**src/rtl/uart_tx_frame_arbiter_if.sv**
```systemverilog
// Handshake bundle between the two frame requesters, the UART TX serializer and the frame arbiter.
// The master modport is the arbiter's view; slave is the surrounding logic's view.
interface uart_tx_frame_arbiter_if;
   logic       req0_valid;
   logic [7:0] req0_data;
   logic       req0_last;
   logic       req0_ready;
   logic       req1_valid;
   logic [7:0] req1_data;
   logic       req1_last;
   logic       req1_ready;
   logic       uart_cts_n;
   logic       tx_start;
   logic [7:0] tx_data;
   logic       tx_busy;
   logic [1:0] grant;
   logic       frame_done;
   logic       wdt_error;

   modport master (
      input  req0_valid, req0_data, req0_last,
      input  req1_valid, req1_data, req1_last,
      input  uart_cts_n, tx_busy,
      output req0_ready, req1_ready,
      output tx_start, tx_data, grant, frame_done, wdt_error
   );

   modport slave (
      output req0_valid, req0_data, req0_last,
      output req1_valid, req1_data, req1_last,
      output uart_cts_n, tx_busy,
      input  req0_ready, req1_ready,
      input  tx_start, tx_data, grant, frame_done, wdt_error
   );
endinterface

```
**src/rtl/uart_tx_frame_arbiter.sv**
```systemverilog
// Round-robin whole-frame arbiter feeding one UART byte transmitter; stall watchdog built with UART_TX_FRAME_ARBITER_WDT_EN.
// Accept-to-tx_start latency 1 cycle; only the frame owner sees ready, and only in ISSUE with CTS low.
module uart_tx_frame_arbiter #(
   parameter int BYTE_GAP_CYCLES  = 100,
   parameter int FRAME_GAP_CYCLES = 1000,
   parameter int WDT_CYCLES       = 17360
) (
   input logic                     clk,
   input logic                     rst_n,
   uart_tx_frame_arbiter_if.master bus
);
   localparam int MAX_GF  = (BYTE_GAP_CYCLES > FRAME_GAP_CYCLES) ? BYTE_GAP_CYCLES : FRAME_GAP_CYCLES;
   localparam int MAX_ALL = (MAX_GF > WDT_CYCLES) ? MAX_GF : WDT_CYCLES;
   localparam int CNT_W   = (MAX_ALL > 0) ? $clog2(MAX_ALL + 1) : 1;

   // Gaps load N-1 so the gap state lasts exactly N cycles, leaving on count zero.
   localparam logic [CNT_W-1:0] BG_LOAD = (BYTE_GAP_CYCLES > 0) ? CNT_W'(BYTE_GAP_CYCLES - 1) : '0;
   localparam logic [CNT_W-1:0] FG_LOAD = (FRAME_GAP_CYCLES > 0) ? CNT_W'(FRAME_GAP_CYCLES - 1) : '0;

   localparam logic [2:0] S_IDLE      = 3'd0;
   localparam logic [2:0] S_ISSUE     = 3'd1;
   localparam logic [2:0] S_WAIT_BUSY = 3'd2;
   localparam logic [2:0] S_WAIT_DONE = 3'd3;
   localparam logic [2:0] S_BYTE_GAP  = 3'd4;
   localparam logic [2:0] S_FRAME_GAP = 3'd5;

   logic [2:0]       state;
   logic [1:0]       grant_q;
   logic             tx_start_q;
   logic [7:0]       tx_data_q;
   logic             last_flag;
   logic             last_served;
   logic [CNT_W-1:0] cnt;

   logic       owner_valid;
   logic [7:0] owner_data;
   logic       owner_last;
   logic       accept;
   logic       busy_fell;
   logic       wdt_fire;

   assign owner_valid = grant_q[1] ? bus.req1_valid : bus.req0_valid;
   assign owner_data  = grant_q[1] ? bus.req1_data  : bus.req0_data;
   assign owner_last  = grant_q[1] ? bus.req1_last  : bus.req0_last;
   assign accept      = (state == S_ISSUE) && owner_valid && !bus.uart_cts_n;
   assign busy_fell   = (state == S_WAIT_DONE) && !bus.tx_busy;

`ifdef UART_TX_FRAME_ARBITER_WDT_EN
   // A byte that completes on the expiry cycle is not aborted.
   assign wdt_fire = ((state == S_WAIT_BUSY) || (state == S_WAIT_DONE)) && (cnt == '0) && !busy_fell;
`else
   assign wdt_fire = 1'b0;
`endif

   assign bus.req0_ready = accept && grant_q[0];
   assign bus.req1_ready = accept && grant_q[1];
   assign bus.tx_start   = tx_start_q;
   assign bus.tx_data    = tx_data_q;
   assign bus.grant      = grant_q;
   assign bus.wdt_error  = wdt_fire;
   assign bus.frame_done = ((state == S_FRAME_GAP) && (cnt == '0)) ||
                           ((FRAME_GAP_CYCLES == 0) && busy_fell && last_flag);

   always_ff @(posedge clk or negedge rst_n) begin
      if (!rst_n) begin
         state       <= S_IDLE;
         grant_q     <= 2'b00;
         tx_start_q  <= 1'b0;
         tx_data_q   <= 8'h00;
         last_flag   <= 1'b0;
         last_served <= 1'b1;
         cnt         <= '0;
      end else begin
         tx_start_q <= 1'b0;
         if (cnt != '0) cnt <= cnt - CNT_W'(1);

         if (wdt_fire) begin
            last_served <= grant_q[1];
            grant_q     <= 2'b00;
            state       <= S_IDLE;
         end else begin
            case (state)
               S_IDLE: begin
                  if (bus.req0_valid || bus.req1_valid) begin
                     // last_served=1 means req1 went last, so req0 wins a tie.
                     if (bus.req0_valid && (!bus.req1_valid || last_served)) grant_q <= 2'b01;
                     else                                                     grant_q <= 2'b10;
                     state <= S_ISSUE;
                  end
               end
               S_ISSUE: begin
                  if (accept) begin
                     tx_data_q  <= owner_data;
                     last_flag  <= owner_last;
                     tx_start_q <= 1'b1;
`ifdef UART_TX_FRAME_ARBITER_WDT_EN
                     cnt        <= CNT_W'(WDT_CYCLES);
`endif
                     state      <= S_WAIT_BUSY;
                  end
               end
               S_WAIT_BUSY: begin
                  if (bus.tx_busy) state <= S_WAIT_DONE;
               end
               S_WAIT_DONE: begin
                  if (!bus.tx_busy) begin
                     if (last_flag) begin
                        if (FRAME_GAP_CYCLES == 0) begin
                           last_served <= grant_q[1];
                           grant_q     <= 2'b00;
                           state       <= S_IDLE;
                        end else begin
                           cnt   <= FG_LOAD;
                           state <= S_FRAME_GAP;
                        end
                     end else if (BYTE_GAP_CYCLES == 0) begin
                        state <= S_ISSUE;
                     end else begin
                        cnt   <= BG_LOAD;
                        state <= S_BYTE_GAP;
                     end
                  end
               end
               S_BYTE_GAP: begin
                  if (cnt == '0) state <= S_ISSUE;
               end
               S_FRAME_GAP: begin
                  if (cnt == '0) begin
                     last_served <= grant_q[1];
                     grant_q     <= 2'b00;
                     state       <= S_IDLE;
                  end
               end
               default: state <= S_IDLE;
            endcase
         end
      end
   end
endmodule

```
**src/flat_wrapper.sv**
```systemverilog
// flat-port wrapper written by rule: the top's interface ports become plain ports
module uart_tx_frame_arbiter_flat 
#(
   parameter int BYTE_GAP_CYCLES  = 100,
   parameter int FRAME_GAP_CYCLES = 1000,
   parameter int WDT_CYCLES       = 17360
)
  (clk, rst_n, bus_req0_valid, bus_req0_data, bus_req0_last, bus_req1_valid, bus_req1_data, bus_req1_last, bus_uart_cts_n, bus_tx_busy, bus_req0_ready, bus_req1_ready, bus_tx_start, bus_tx_data, bus_grant, bus_frame_done, bus_wdt_error);
  uart_tx_frame_arbiter_if bus_i ();
  input logic clk;
  input logic rst_n;
  input wire logic [$bits(bus_i.req0_valid)-1:0] bus_req0_valid;
  input wire logic [$bits(bus_i.req0_data)-1:0] bus_req0_data;
  input wire logic [$bits(bus_i.req0_last)-1:0] bus_req0_last;
  input wire logic [$bits(bus_i.req1_valid)-1:0] bus_req1_valid;
  input wire logic [$bits(bus_i.req1_data)-1:0] bus_req1_data;
  input wire logic [$bits(bus_i.req1_last)-1:0] bus_req1_last;
  input wire logic [$bits(bus_i.uart_cts_n)-1:0] bus_uart_cts_n;
  input wire logic [$bits(bus_i.tx_busy)-1:0] bus_tx_busy;
  output wire logic [$bits(bus_i.req0_ready)-1:0] bus_req0_ready;
  output wire logic [$bits(bus_i.req1_ready)-1:0] bus_req1_ready;
  output wire logic [$bits(bus_i.tx_start)-1:0] bus_tx_start;
  output wire logic [$bits(bus_i.tx_data)-1:0] bus_tx_data;
  output wire logic [$bits(bus_i.grant)-1:0] bus_grant;
  output wire logic [$bits(bus_i.frame_done)-1:0] bus_frame_done;
  output wire logic [$bits(bus_i.wdt_error)-1:0] bus_wdt_error;
  assign bus_i.req0_valid = bus_req0_valid;
  assign bus_i.req0_data = bus_req0_data;
  assign bus_i.req0_last = bus_req0_last;
  assign bus_i.req1_valid = bus_req1_valid;
  assign bus_i.req1_data = bus_req1_data;
  assign bus_i.req1_last = bus_req1_last;
  assign bus_i.uart_cts_n = bus_uart_cts_n;
  assign bus_i.tx_busy = bus_tx_busy;
  assign bus_req0_ready = bus_i.req0_ready;
  assign bus_req1_ready = bus_i.req1_ready;
  assign bus_tx_start = bus_i.tx_start;
  assign bus_tx_data = bus_i.tx_data;
  assign bus_grant = bus_i.grant;
  assign bus_frame_done = bus_i.frame_done;
  assign bus_wdt_error = bus_i.wdt_error;
  uart_tx_frame_arbiter #(.BYTE_GAP_CYCLES(BYTE_GAP_CYCLES), .FRAME_GAP_CYCLES(FRAME_GAP_CYCLES), .WDT_CYCLES(WDT_CYCLES)) u_core (.clk(clk), .rst_n(rst_n), .bus(bus_i));
endmodule
```
**config.mk**
```make
export PLATFORM = sky130hd
export DESIGN_NAME = uart_tx_frame_arbiter_flat
export DESIGN_NICKNAME = d
export VERILOG_FILES = /design/src/rtl/uart_tx_frame_arbiter_if.sv /design/src/rtl/uart_tx_frame_arbiter.sv /design/src/flat_wrapper.sv
export SDC_FILE = /design/constraint.sdc
export NUM_CORES = 1
export LEC_CHECK = 0
export BUFFER_PORTS_ARGS = -buffer_cell sky130_fd_sc_hd__buf_2
export CAP_MARGIN = 25
export CORE_MARGIN = 2
export CORE_UTILIZATION = 40
export DETAILED_ROUTE_END_ITERATION = 10
export PLACE_DENSITY = 0.71
export SETUP_SLACK_MARGIN = 0.1
export SYNTH_ARGS = -nofsm -noshare
export SYNTH_HDL_FRONTEND = slang
export SYNTH_SLANG_ARGS = --single-unit
export TNS_END_PERCENT = 100
```
**constraint.sdc**
```tcl
create_clock -name clk -period 2 [get_ports clk]
set_clock_uncertainty 0.05 [all_clocks]
set_input_delay 0.1 -clock clk [delete_from_list [all_inputs] [get_ports clk]]
set_output_delay 0.1 -clock clk [all_outputs]
set_load 0.02 [all_outputs]
```
# Word level (Yosys, flattened, before mapping)
# Cells that the tools add are included.
# totals
reg_bits,31
inputBits,24
out_inout_bits,15
wordCells,58
# op_classes
addsub,1
n_eq_ne,11
mux,21
reduce_logical,18
# op_table
cell,count
$mux 15,3
$mux 3,6
$pmux 3 s6,1
$logic_not 15->1,1
$reduce_bool 15->1,1
$sub 15x1->15 const B,1
$mux 10,1
$mux 8,1
$eq 3x2->1 const B,2
$eq 3x3->1 const B,2
$logic_and 1x1->1,6
$mux 2,3
$ne 2x1->1 const B,3
$ne 2x2->1 const B,3
$reduce_and 6->1,1
$mux 1,5
$pmux 2 s2,1
$reduce_and 2->1,2
$eq 3x1->1 const B,1
$logic_not 3->1,1
$reduce_and 3->1,1
$logic_not 1->1,2
$logic_or 1x1->1,2
$reduce_bool 2->1,1

# Logic depth before layout (Yosys ltp)
# Gate-level depths: netlist of run 1.
# logic_depth
ltp_word,6
depth_mapped,7

# Worst setup path after synthesis of run 1
# OpenSTA, ideal clock, no wires.
# synth_timing
path_type,reg2reg
start,register u_core.cnt[0]
end,register u_core.last_served
t_arrival_ns,1.994
required_ns,1.865
slack_ns,-0.128
stages_incl_launch_ff,7
period_less_slack_ns,2.128
cell_sequence,dfrtp_1 > inv_1 > ha_1 > nor3b_1 > nand4_2 > nor2_2 > mux2_1
# synth_via
elab_chain_len,2
# synth_rtl
element,line_no,source
from (decl),uart_tx_frame_arbiter.sv:33,logic [CNT_W-1:0] cnt;
from (signal assigned),uart_tx_frame_arbiter.sv:75,if (cnt != '0) cnt <= cnt - CNT_W'(1);
$logic_not 15->1,uart_tx_frame_arbiter.sv:128,if (cnt == '0) begin
$reduce_and 2->1 (no line),--,
to (signal assigned),uart_tx_frame_arbiter.sv:78,last_served <= grant_q[1];
to (signal assigned),uart_tx_frame_arbiter.sv:109,last_served <= grant_q[1];
to (signal assigned),uart_tx_frame_arbiter.sv:129,last_served <= grant_q[1];
to (decl),uart_tx_frame_arbiter.sv:32,logic last_served;
# No other way between the ends.
# A chain may end at the register's enable or synchronous reset.

# Final worst setup path of run 1
# layout_timing
start,register u_core.cnt[4]
end,register u_core.cnt[9]
# layout_via
elab_chain_len,4
# layout_rtl
element,line_no,source
$sub 15x1->15 or $reduce_bool 15->1 (tied branches),uart_tx_frame_arbiter.sv:75,
$mux 15 (*),uart_tx_frame_arbiter.sv:75,
$mux 15,uart_tx_frame_arbiter.sv:106,if (!bus.tx_busy) begin
$mux 15 (*),uart_tx_frame_arbiter.sv:82,case (state)
# Every way passes the cells marked *; elsewhere a longest branch is shown, timed or not.

==> flow_summary_export.csv, run 1 <==
group,metric,value,unit
synth,yosysTopAreaCell,"dfrtp_1",
power_and_ir_drop,p_leak,1.055,nW
synth,synth-seq-area-share,46.38,%
clock_network,root_buffer,"clkbuf_8",
setup_path,crit_type,"reg -> reg",
synth,synth_nets,202,
setup_path,worst_r2r_path_depth,4,
status,status,"finished clean",
setup_path,r2r-start,"u_core.cnt[4]",
sta,whs,32.14,ps
setup_path,critical-path-top-delay-family,"simple AND/OR/NAND/NOR gates",
setup_path,crit_slowest_cell,"or4_1",
finish,stdcell_count,283,
setup_path,path_buf_inv,0,
floorplan,dieArea,4722,um^2
power_and_ir_drop,peakVddDrop,390.4,uV
hold_path,holdPathStages,3,
hold_path,hold_class,"in -> reg",
placed_design,dp.cells,266,
drt,first_pass_iters,4,
synth,synth.avg_cell_area,9.519,um^2
setup_path,cp_slowest_stage_delay,460,ps
finish,drive_gt1_share,33.48,%
setup_path,critPathLaunch,"u_core.cnt[4]",
synth,synth_top_area_share,44.81,%
synth,synth_edf_count,0,
sta,report.final.slew_viol_count,0,
power_and_ir_drop,power_density,567.1,nW/um^2
sta,layout_worst_path_cycle_share,92.63,%
clock_network,cts_buffers,5,
synth,ys_seq_elements,31,
sta,max_freq,539.8,MHz
drt,drt-total-wl,3738,um
setup_path,endpoint_kind,"flip-flop",
sta,worstMarginPinSlew,681.7,ps
run,maxCapViolCount,0,
setup_path,cp.arrival,2010,ps
hold_path,min-delay-start,"bus_req0_data[2]",
floorplan,core_area,4029,um^2
clock_network,cts.reportedPaths.clkPinSlew,70,ps
setup_path,rr_endpoint,"u_core.cnt[9]",
setup_path,rrSetupSlack,150,ps
setup_path,cp.required,2160,ps
finish,finalNetCount,258,
floorplan,initial_core_util,41.58,%
floorplan,rows,23,
finish,syn2layout_area_growth,31.29,%
sta,period_minus_slack,1853,ps
synth,synth.area.top_cells,"dfrtp_1 (45%), mux2i_1 (6.6%), nand2_1 (5.2%)",
clock_network,cts_buffer_depth,2,
setup_path,worst-path-max-fanout,6,
global_routing,antenna_found_initial,0,
finish,finish.utilization,54.60,%
clock_network,cts_tree,"built",
drt,drc,0,
sta,max-slew-margin-rel,54.56,%
synth,postSynthCellCount,176,
placed_design,io_buffers,37,
drt,vias,1492,
sta,final_hold_viol_count,0,
drt,vias_per_cell,5.272,
synth,netlist_area,1675,um^2
placed_design,dp_hpwl,2609,um
sta,setup_slack,147.4,ps
setup_path,start_kind,"flip-flop",
finish,antennaDiodeCount,0,
sta,setup_viol,0,
synth,yosysWarningCount,0,
setup_path,timing.critical_path.cells,"or3_1 > or2_2 > or4_1 > a31oi_1",
sta,rsz0062_at_grt,"true",
floorplan,die_y,68.72,um
clock_network,clock_sinks,31,
global_routing,grt_pass1_vias,1386,
sta,setup_tns,0,ps
floorplan,fp.dieW,68.72,um
hold_path,hold_path_end,"u_core.bus.tx_data[2]",
global_routing,grt_max_degree,32,
placed_design,gp_congestion,0.8441,
synth,synth_cell_type_count,43,
clock_network,htreeDepth,2,
drt,drt_iter0_markers,63,
floorplan,io_pins,39,
global_routing,grt_pass1_wl,6182,um
global_routing,grt.total_usage,17.79,%
drt,wl_per_cell,13.21,um
global_routing,gr-total-overflow,0,
synth,async_flop_share,100.0,%
placed_design,dp_slack,39.53,ps
synth,synth_ff_type,"dfrtp_1",
drt,antenna_left,0,
clock_network,clkLatencyLatePin,290,ps
## worst reg2reg max path, cell delays in order, from the launching register on
cell and delay, ps:
dfrtp_2 450, or3_1 400, or2_2 290, or4_1 460, a31oi_1 130
## per-stage QoR
| stage | total power, mW | instance area, um^2 |
|---|---|---|
| after detailed placement | 0.7084 | 1982 |
| after floorplan | 0.6686 | 1687 |
| after global placement | 0.7069 | 1982 |
| after CTS | 1.265 | 2165 |
| after global routing | 1.305 | 2200 |
| final | 1.247 | 2200 |
## registers in the layout, summed over array words and instances (netlist names)
signal	count
u_core.last_flag	1
u_core.state	3
u_core.cnt	15
u_core.last_served	1
u_core.bus.tx_data	8
u_core.bus.tx_start	1
u_core.bus.grant	2
## what timing repair did
item / CTS / global route
hold endpoints to repair: 30 / 0
pin swaps: 7 / 3
hold buffers: 1 / 0
resized for setup: 3 / 6
setup endpoints to repair: 3 / 12
buffers inserted: 6 / 2
## area by class of cell
type | instances | area, um^2
clock buffers | 7 | 96.34
clock inverters | 1 | 7.507
fillers | 358 | 1829
inverters | 6 | 22.52
multi-input cells | 131 | 892.1
flip-flops and latches | 31 | 778.2
well taps | 50 | 62.56
repair buffers | 57 | 340.3
## worst max-delay path by stage
stage / to / slack (ps) / cells past startpoint
CTS: bus_frame_done / 120 / 6
global placement: u_core.cnt[9] / 70 / 4
detailed placement: u_core.cnt[9] / 40 / 4
finish: u_core.cnt[9] / 150 / 4
floorplan: u_core.last_served / 80 / 6
global route: u_core.cnt[5] / 40 / 8
## synthesized netlist by cell type (all sizes together), types with 2 or more instances
library cell / count
nand2: 23
inv: 6
clkbuf: 7
mux2i: 11
nor2: 9
o22ai: 2
or3: 5
o31ai: 5
ha: 2
o21ai: 15
nand2b: 2
and3: 3
and2: 3
nor2b: 3
nand3b: 2
nor3: 3
dfrtp: 30
nand4: 2
a31oi: 5
or4: 5
nor3b: 3
a21oi: 12
or2: 2
nor4: 2
and4: 2
## routing by layer
metal	global-route usage [%]	wire length, um
met4	6.863	80
met3	6.006	197
met2	29.09	1812
met5	0	0
met1	21.64	1648
## report_power, final
| group | switching (mW) | internal (mW) |
|---|---|---|
| sequential | 0.000636 | 0.628 |
| clock | 0.239 | 0.313 |
| combinational | 0.0366 | 0.0307 |
## cell families (layout without fill, tap and decap cells)
logic type	Yosys count	in the layout	synth area share, %
other cells	1	1	0.2238
buf+inv	14	71	3.361
flops	31	31	46.38
xor+xnor	1	1	0.5229
simple gates	72	72	25.17
fa+ha+maj	2	2	1.493
mux	12	12	7.244
compound gates	43	43	15.61
## placed cells by master, fill, tap and decap left out, types with 2 or more instances in the layout
cell type	instances
a21oi_1	12
nand3b_1	2
o31ai_2	2
nor2b_1	3
o21ai_1	12
nor2_1	8
buf_2	36
ha_1	2
nor3b_1	2
nand2b_1	2
o31ai_1	3
mux2i_1	11
clkbuf_8	7
nor3_1	2
o22ai_1	2
o21ai_0	3
or3_1	5
nor4_4	2
nand2_1	23
or4_1	4
and2_1	3
a31oi_1	5
dfrtp_1	29
inv_1	6
and3_1	3
buf_4	20
No activity file was read; power rests on OpenSTA's default activity.
==> inputs of run 2 (changes only) <==
- CORE_UTILIZATION: 40 -> 26
- PLACE_DENSITY: 0.71 -> 0.52
==> run 2 against run 1 <==
Net effect:
- cell area up 1.5%
- flip-flop and latch count stayed put
- register-to-register slack lost 30 ps
- global-route usage down 5.5 points
- sequential power barely moved
- wire length up 7.6%
- die area is 50% higher
- setup slack lost 29 ps
- clock-buffer cell count decreased by 2
- fmax is 1.5% lower
- combinational power rose by 2%
- sequential share of layout area decreased by 0.59 points
- largest power group unchanged
==> flow_summary_export.csv, run 2 (same netlist as run 1, synthesis figures left out) <==
group,metric,value,unit
finish,top_register,"u_core.cnt",
global_routing,gr-total-overflow,0,
drt,drc,0,
setup_path,worst-path-max-fanout,4,
finish,seqCellArea,777.0,um^2
clock_network,cts_buffer_depth,2,
placed_design,dp_hpwl,2814,um
clock_network,cts_tree,"built",
clock_network,cts.reportedPaths.clkPinSlew,70,ps
power_and_ir_drop,comb_power_share,5.8,%
drt,first_pass_iters,4,
placed_design,io_buffers,37,
drt,vias,1500,
setup_path,crit_type,"reg -> reg",
global_routing,grt_pass1_vias,1441,
sta,setup_viol,0,
finish,finalNetCount,260,
finish,finish.utilization,35.58,%
floorplan,rows,29,
drt,drt_iter0_markers,55,
floorplan,core_area,6277,um^2
power_and_ir_drop,clkPwrFrac,41.1,%
sta,period_minus_slack,1882,ps
clock_network,cts_buffers,5,
clock_network,clkLatencyLatePin,280,ps
power_and_ir_drop,power_density,530.0,nW/um^2
clock_network,clock_sinks,31,
sta,max_freq,531.4,MHz
sta,worstMarginPinSlew,709.3,ps
sta,final_hold_viol_count,0,
sta,layout_worst_path_cycle_share,94.09,%
power_and_ir_drop,p_leak,1.060,nW
finish,mostFrequentLayoutCell,"buf_2",
power_and_ir_drop,seq_power_share,53.1,%
drt,wl_per_cell,12.89,um
setup_path,start_kind,"flip-flop",
finish,syn2layout_area_growth,33.31,%
setup_path,endpoint_kind,"flip-flop",
setup_path,cp.required,2160,ps
power_and_ir_drop,switching_share,24.27,%
floorplan,die_y,84.27,um
finish,stdcell_count,312,
drt,drt-total-wl,4021,um
drt,antenna_left,0,
power_and_ir_drop,p_int,0.8965,mW
hold_path,hold_class,"in -> reg",
global_routing,antenna_found_initial,0,
sta,rsz0062_at_grt,"true",
clock_network,htreeDepth,2,
floorplan,dieArea,7101,um^2
power_and_ir_drop,peakVddDrop,298.1,uV
finish,antennaDiodeCount,0,
sta,setup_tns,0,ps
floorplan,io_pins,39,
setup_path,timing.critical_path.cells,"or4_4 > a31o_4 > or4_1 > a31oi_1",
global_routing,grt.total_usage,12.33,%
sta,max-slew-margin-rel,52.72,%
power_and_ir_drop,switching_power,0.2873,mW
placed_design,dp.cells,296,
finish,n_fill_cell,652,
drt,vias_per_cell,4.808,
status,status,"finished clean",
setup_path,crit_slowest_cell,"or4_4",
placed_design,gp_congestion,0.7750,
placed_design,post_dp_cell_area,2038,um^2
setup_path,cp_slowest_stage_delay,530,ps
finish,multiInputGateArea,898.4,um^2
finish,drive_gt1_share,34.04,%
floorplan,fp.dieW,84.27,um
sta,report.final.slew_viol_count,0,
finish,final_cell_mix,"buf_2 (36), dfrtp_1 (30), nand2_1 (23), buf_4 (22)",
clock_network,root_buffer,"clkbuf_8",
global_routing,grt_pass1_wl,7017,um
finish,final_area,2233,um^2
finish,largest_reg_flops,15,
global_routing,grt_max_degree,32,
run,maxCapViolCount,0,
floorplan,initial_core_util,26.69,%
setup_path,cp.arrival,2040,ps
run 2: power by group through the flow:
stage | Clock [mW] | Combinational (mW) | Sequential [mW]
after floorplan | 0 | 0.0269 | 0.642
after global placement | 0 | 0.0683 | 0.640
after detailed placement | 0 | 0.0691 | 0.640
after CTS | 0.513 | 0.0707 | 0.628
after global routing | 0.548 | 0.0786 | 0.628
final | 0.487 | 0.0687 | 0.628
run 2: per-stage QoR:
step                      hold WS (ps)  total power, mW  setup WS (ps)
after global routing             29.89            1.254          57.90
after global placement           151.3           0.7087          93.05
after detailed placement         153.8           0.7094          67.68
final                            32.21            1.184          118.3
after floorplan                 -245.6           0.6686          83.60
after CTS                        17.64            1.212          103.4
run 2: worst paths after layout:
check | endpoint | depth (start not counted) | slack (ps) | start
worst max-delay path | u_core.cnt[9] | 4 | 120 | u_core.cnt[1]
worst min-delay path | u_core.bus.tx_data[6] | 3 | 30 | bus_req0_data[6]
worst max register to register | u_core.cnt[9] | 4 | 120 | u_core.cnt[1]
worst min register to register | u_core.bus.tx_data[2] | 2 | 430 | u_core.bus.tx_data[2]
max in group asynchronous | u_core.cnt[3] | 2 | 1090 | rst_n
min in group asynchronous | u_core.state[1] | 2 | 360 | rst_n
run 2: layout make-up:
| type | instances | area share [%] |
|---|---|---|
| inverter | 6 | 1.008 |
| timing repair buffer | 59 | 15.91 |
| tap | 77 | 4.314 |
| clock inverter | 3 | 0.6723 |
| clock buffer | 5 | 3.081 |
| multi-input combinational | 131 | 40.22 |
| sequential | 31 | 34.79 |
run 2: timing repair:
item                                    4_1_cts  5_1_grt
setup buffers                                 4        3
pin swaps                                     4        3
endpoints found under the hold margin        30        0
endpoints found under the setup margin        5       13
hold buffers                                  1        0
gates resized for setup                       2        7
cloned                                        0        0
run 2: routing by layer:
metal,vias up,routed length (um),GRT usage (%)
met3,2,225,3.736
met4,0,16,3.519
li1,746,-,-
met5,-,0,0
met2,42,1873,18.83
met1,710,1905,16.91
run 2: worst max-delay path: cells and delay by family (launching register included):
family,cells,cell delay (ps)
AOI/OAI and AO/OA,2,360
and+or+nand+nor,2,1000
DFF,1,400
==> inputs of run 3 (changes only) <==
==> constraint.sdc (replaced) <==
create_clock -name clk -period 2 [get_ports clk]
set_clock_uncertainty 0.05 [all_clocks]
set_input_delay 0.1 -clock clk [delete_from_list [all_inputs] [get_ports clk]]
set_output_delay 0.1 -clock clk [all_outputs]
set_load 0.1 [all_outputs]
==> run 3 against run 2 <==
Net effect:
- fmax grew 0.69%
- core utilization grew 2.1 points
- die area did not move
- first-iteration DRC count up 82%
- global-route usage decreased by 0.44 points
- highest routed layer unchanged
==> flow_summary_export.csv, run 3 (same netlist as run 1, synthesis figures left out) <==
group,metric,value,unit
status,status,"finished clean",
drt,vias,1494,
finish,final_cell_mix,"buf_2 (34), dfrtp_1 (27), nand2_1 (23), buf_4 (22), o21ai_1 (12)",
drt,drc,0,
setup_path,cp.required,2160,ps
sta,max_freq,535.1,MHz
global_routing,grt_pass1_vias,1416,
finish,finalNetCount,261,
floorplan,initial_core_util,26.69,%
run,maxCapViolCount,0,
drt,drt-total-wl,4084,um
sta,period_minus_slack,1869,ps
global_routing,grt_max_degree,32,
finish,antennaDiodeCount,0,
finish,top_register,"u_core.cnt",
setup_path,cp.arrival,2030,ps
sta,max-slew-margin-rel,52.35,%
setup_path,worst-path-max-fanout,4,
drt,antenna_left,0,
clock_network,cts_buffer_depth,2,
global_routing,grt.total_usage,11.89,%
setup_path,rrSetupSlack,130,ps
placed_design,dp.cells,292,
finish,drive_gt1_share,39.83,%
drt,first_pass_iters,4,
floorplan,fp.dieW,84.27,um
power_and_ir_drop,peakVddDrop,346.7,uV
sta,report.final.slew_viol_count,0,
sta,worstMarginPinSlew,714.7,ps
setup_path,start_kind,"flip-flop",
clock_network,clkLatencyLatePin,280,ps
finish,n_fill_cell,638,
global_routing,antenna_found_initial,0,
clock_network,cts_tree,"built",
hold_path,holdPathStages,3,
floorplan,die_y,84.27,um
global_routing,grt_pass1_wl,6775,um
finish,syn2layout_area_growth,41.15,%
power_and_ir_drop,p_leak,1.090,nW
floorplan,dieArea,7101,um^2
setup_path,worst_r2r_path_depth,4,
placed_design,io_buffers,37,
sta,rsz0062_at_grt,"true",
sta,layout_worst_path_cycle_share,93.45,%
floorplan,core_area,6277,um^2
clock_network,cts.reportedPaths.clkPinSlew,70,ps
drt,wl_per_cell,13.05,um
power_and_ir_drop,power_density,575.8,nW/um^2
sta,setup_tns,0,ps
finish,mostFrequentLayoutCell,"buf_2",
floorplan,io_pins,39,
placed_design,gp_congestion,0.7420,
sta,setup_viol,0,
drt,vias_per_cell,4.773,
clock_network,root_buffer,"clkbuf_8",
clock_network,htreeDepth,2,
finish,largest_reg_flops,15,
floorplan,rows,29,
sta,final_hold_viol_count,0,
placed_design,dp_hpwl,2830,um
drt,drt_iter0_markers,100,
finish,stdcell_count,313,
setup_path,crit_type,"reg -> reg",
global_routing,gr-total-overflow,0,
hold_path,hold_class,"in -> reg",
clock_network,cts_buffers,5,
setup_path,endpoint_kind,"flip-flop",
clock_network,clock_sinks,31,
run 3: what timing repair did:
action	4_1_cts	5_1_grt
hold buffers	1	0
gates resized for setup	0	12
endpoints found under the setup margin	3	17
setup buffers	5	7
endpoints found under the hold margin	30	0
pin swaps	3	10
run 3: power by group:
group	internal [mW]	total (mW)	switching, mW
logic	0.0310	0.0829	0.0519
registers	0.628	0.629	0.000721
clock network	0.403	0.650	0.247
total	1.06	1.36	0.299
run 3: final cells by class:
cell class / instances / area (um^2) / share of cell area (%)
multi-input combinational: 131 / 939.7 / 39.74
tap: 77 / 96.34 / 4.074
inverter: 6 / 22.52 / 0.9524
timing repair buffer: 60 / 405.4 / 17.14
clock buffer: 6 / 82.58 / 3.492
sequential: 31 / 783.3 / 33.12
clock inverter: 2 / 35.03 / 1.481
run 3: metal layers:
metal / global-route usage, % / share of wire (%) / vias to the layer above / routed length (um)
met5: 0 / 0 / - / 0
met4: 4.985 / 1.6 / 0 / 67
met3: 2.753 / 2.4 / 7 / 99
met2: 19.12 / 50 / 17 / 2053
met1: 15.39 / 46 / 717 / 1863
li1: - / - / 753 / -
run 3: final timing paths:
kind                                       start                     to
min reg2reg                u_core.bus.tx_data[5]  u_core.bus.tx_data[5]
max reg2reg                        u_core.cnt[0]          u_core.cnt[7]
min                             bus_req0_data[7]  u_core.bus.tx_data[7]
min in group asynchronous                  rst_n  u_core.bus.tx_data[2]
max                                u_core.cnt[0]          u_core.cnt[7]
max in group asynchronous                  rst_n    u_core.bus.grant[1]
run 3: critical path: stages, from the launching register on:
cell and delay [ps]:
dfrtp_1 400, or4_4 550, buf_4 160, or4_1 490
a31oi_1 140
run 3: through the flow:
| step | setup slack (ps) | util (%) | hold WS [ps] | cell area, um^2 | total power, mW |
|---|---|---|---|---|---|
| after floorplan | -92.73 | - | -245.6 | 1770 | 0.6842 |
| after global placement | 71.81 | 33.59 | 145.2 | 2108 | 0.7231 |
| after detailed placement | 66.30 | 33.59 | 148.2 | 2108 | 0.7238 |
| after CTS | 53.35 | 36.22 | 27.97 | 2273 | 1.376 |
| after global routing | 52.62 | 37.67 | 40.42 | 2365 | 1.417 |
| final | 131.1 | 37.67 | 34.58 | 2365 | 1.362 |
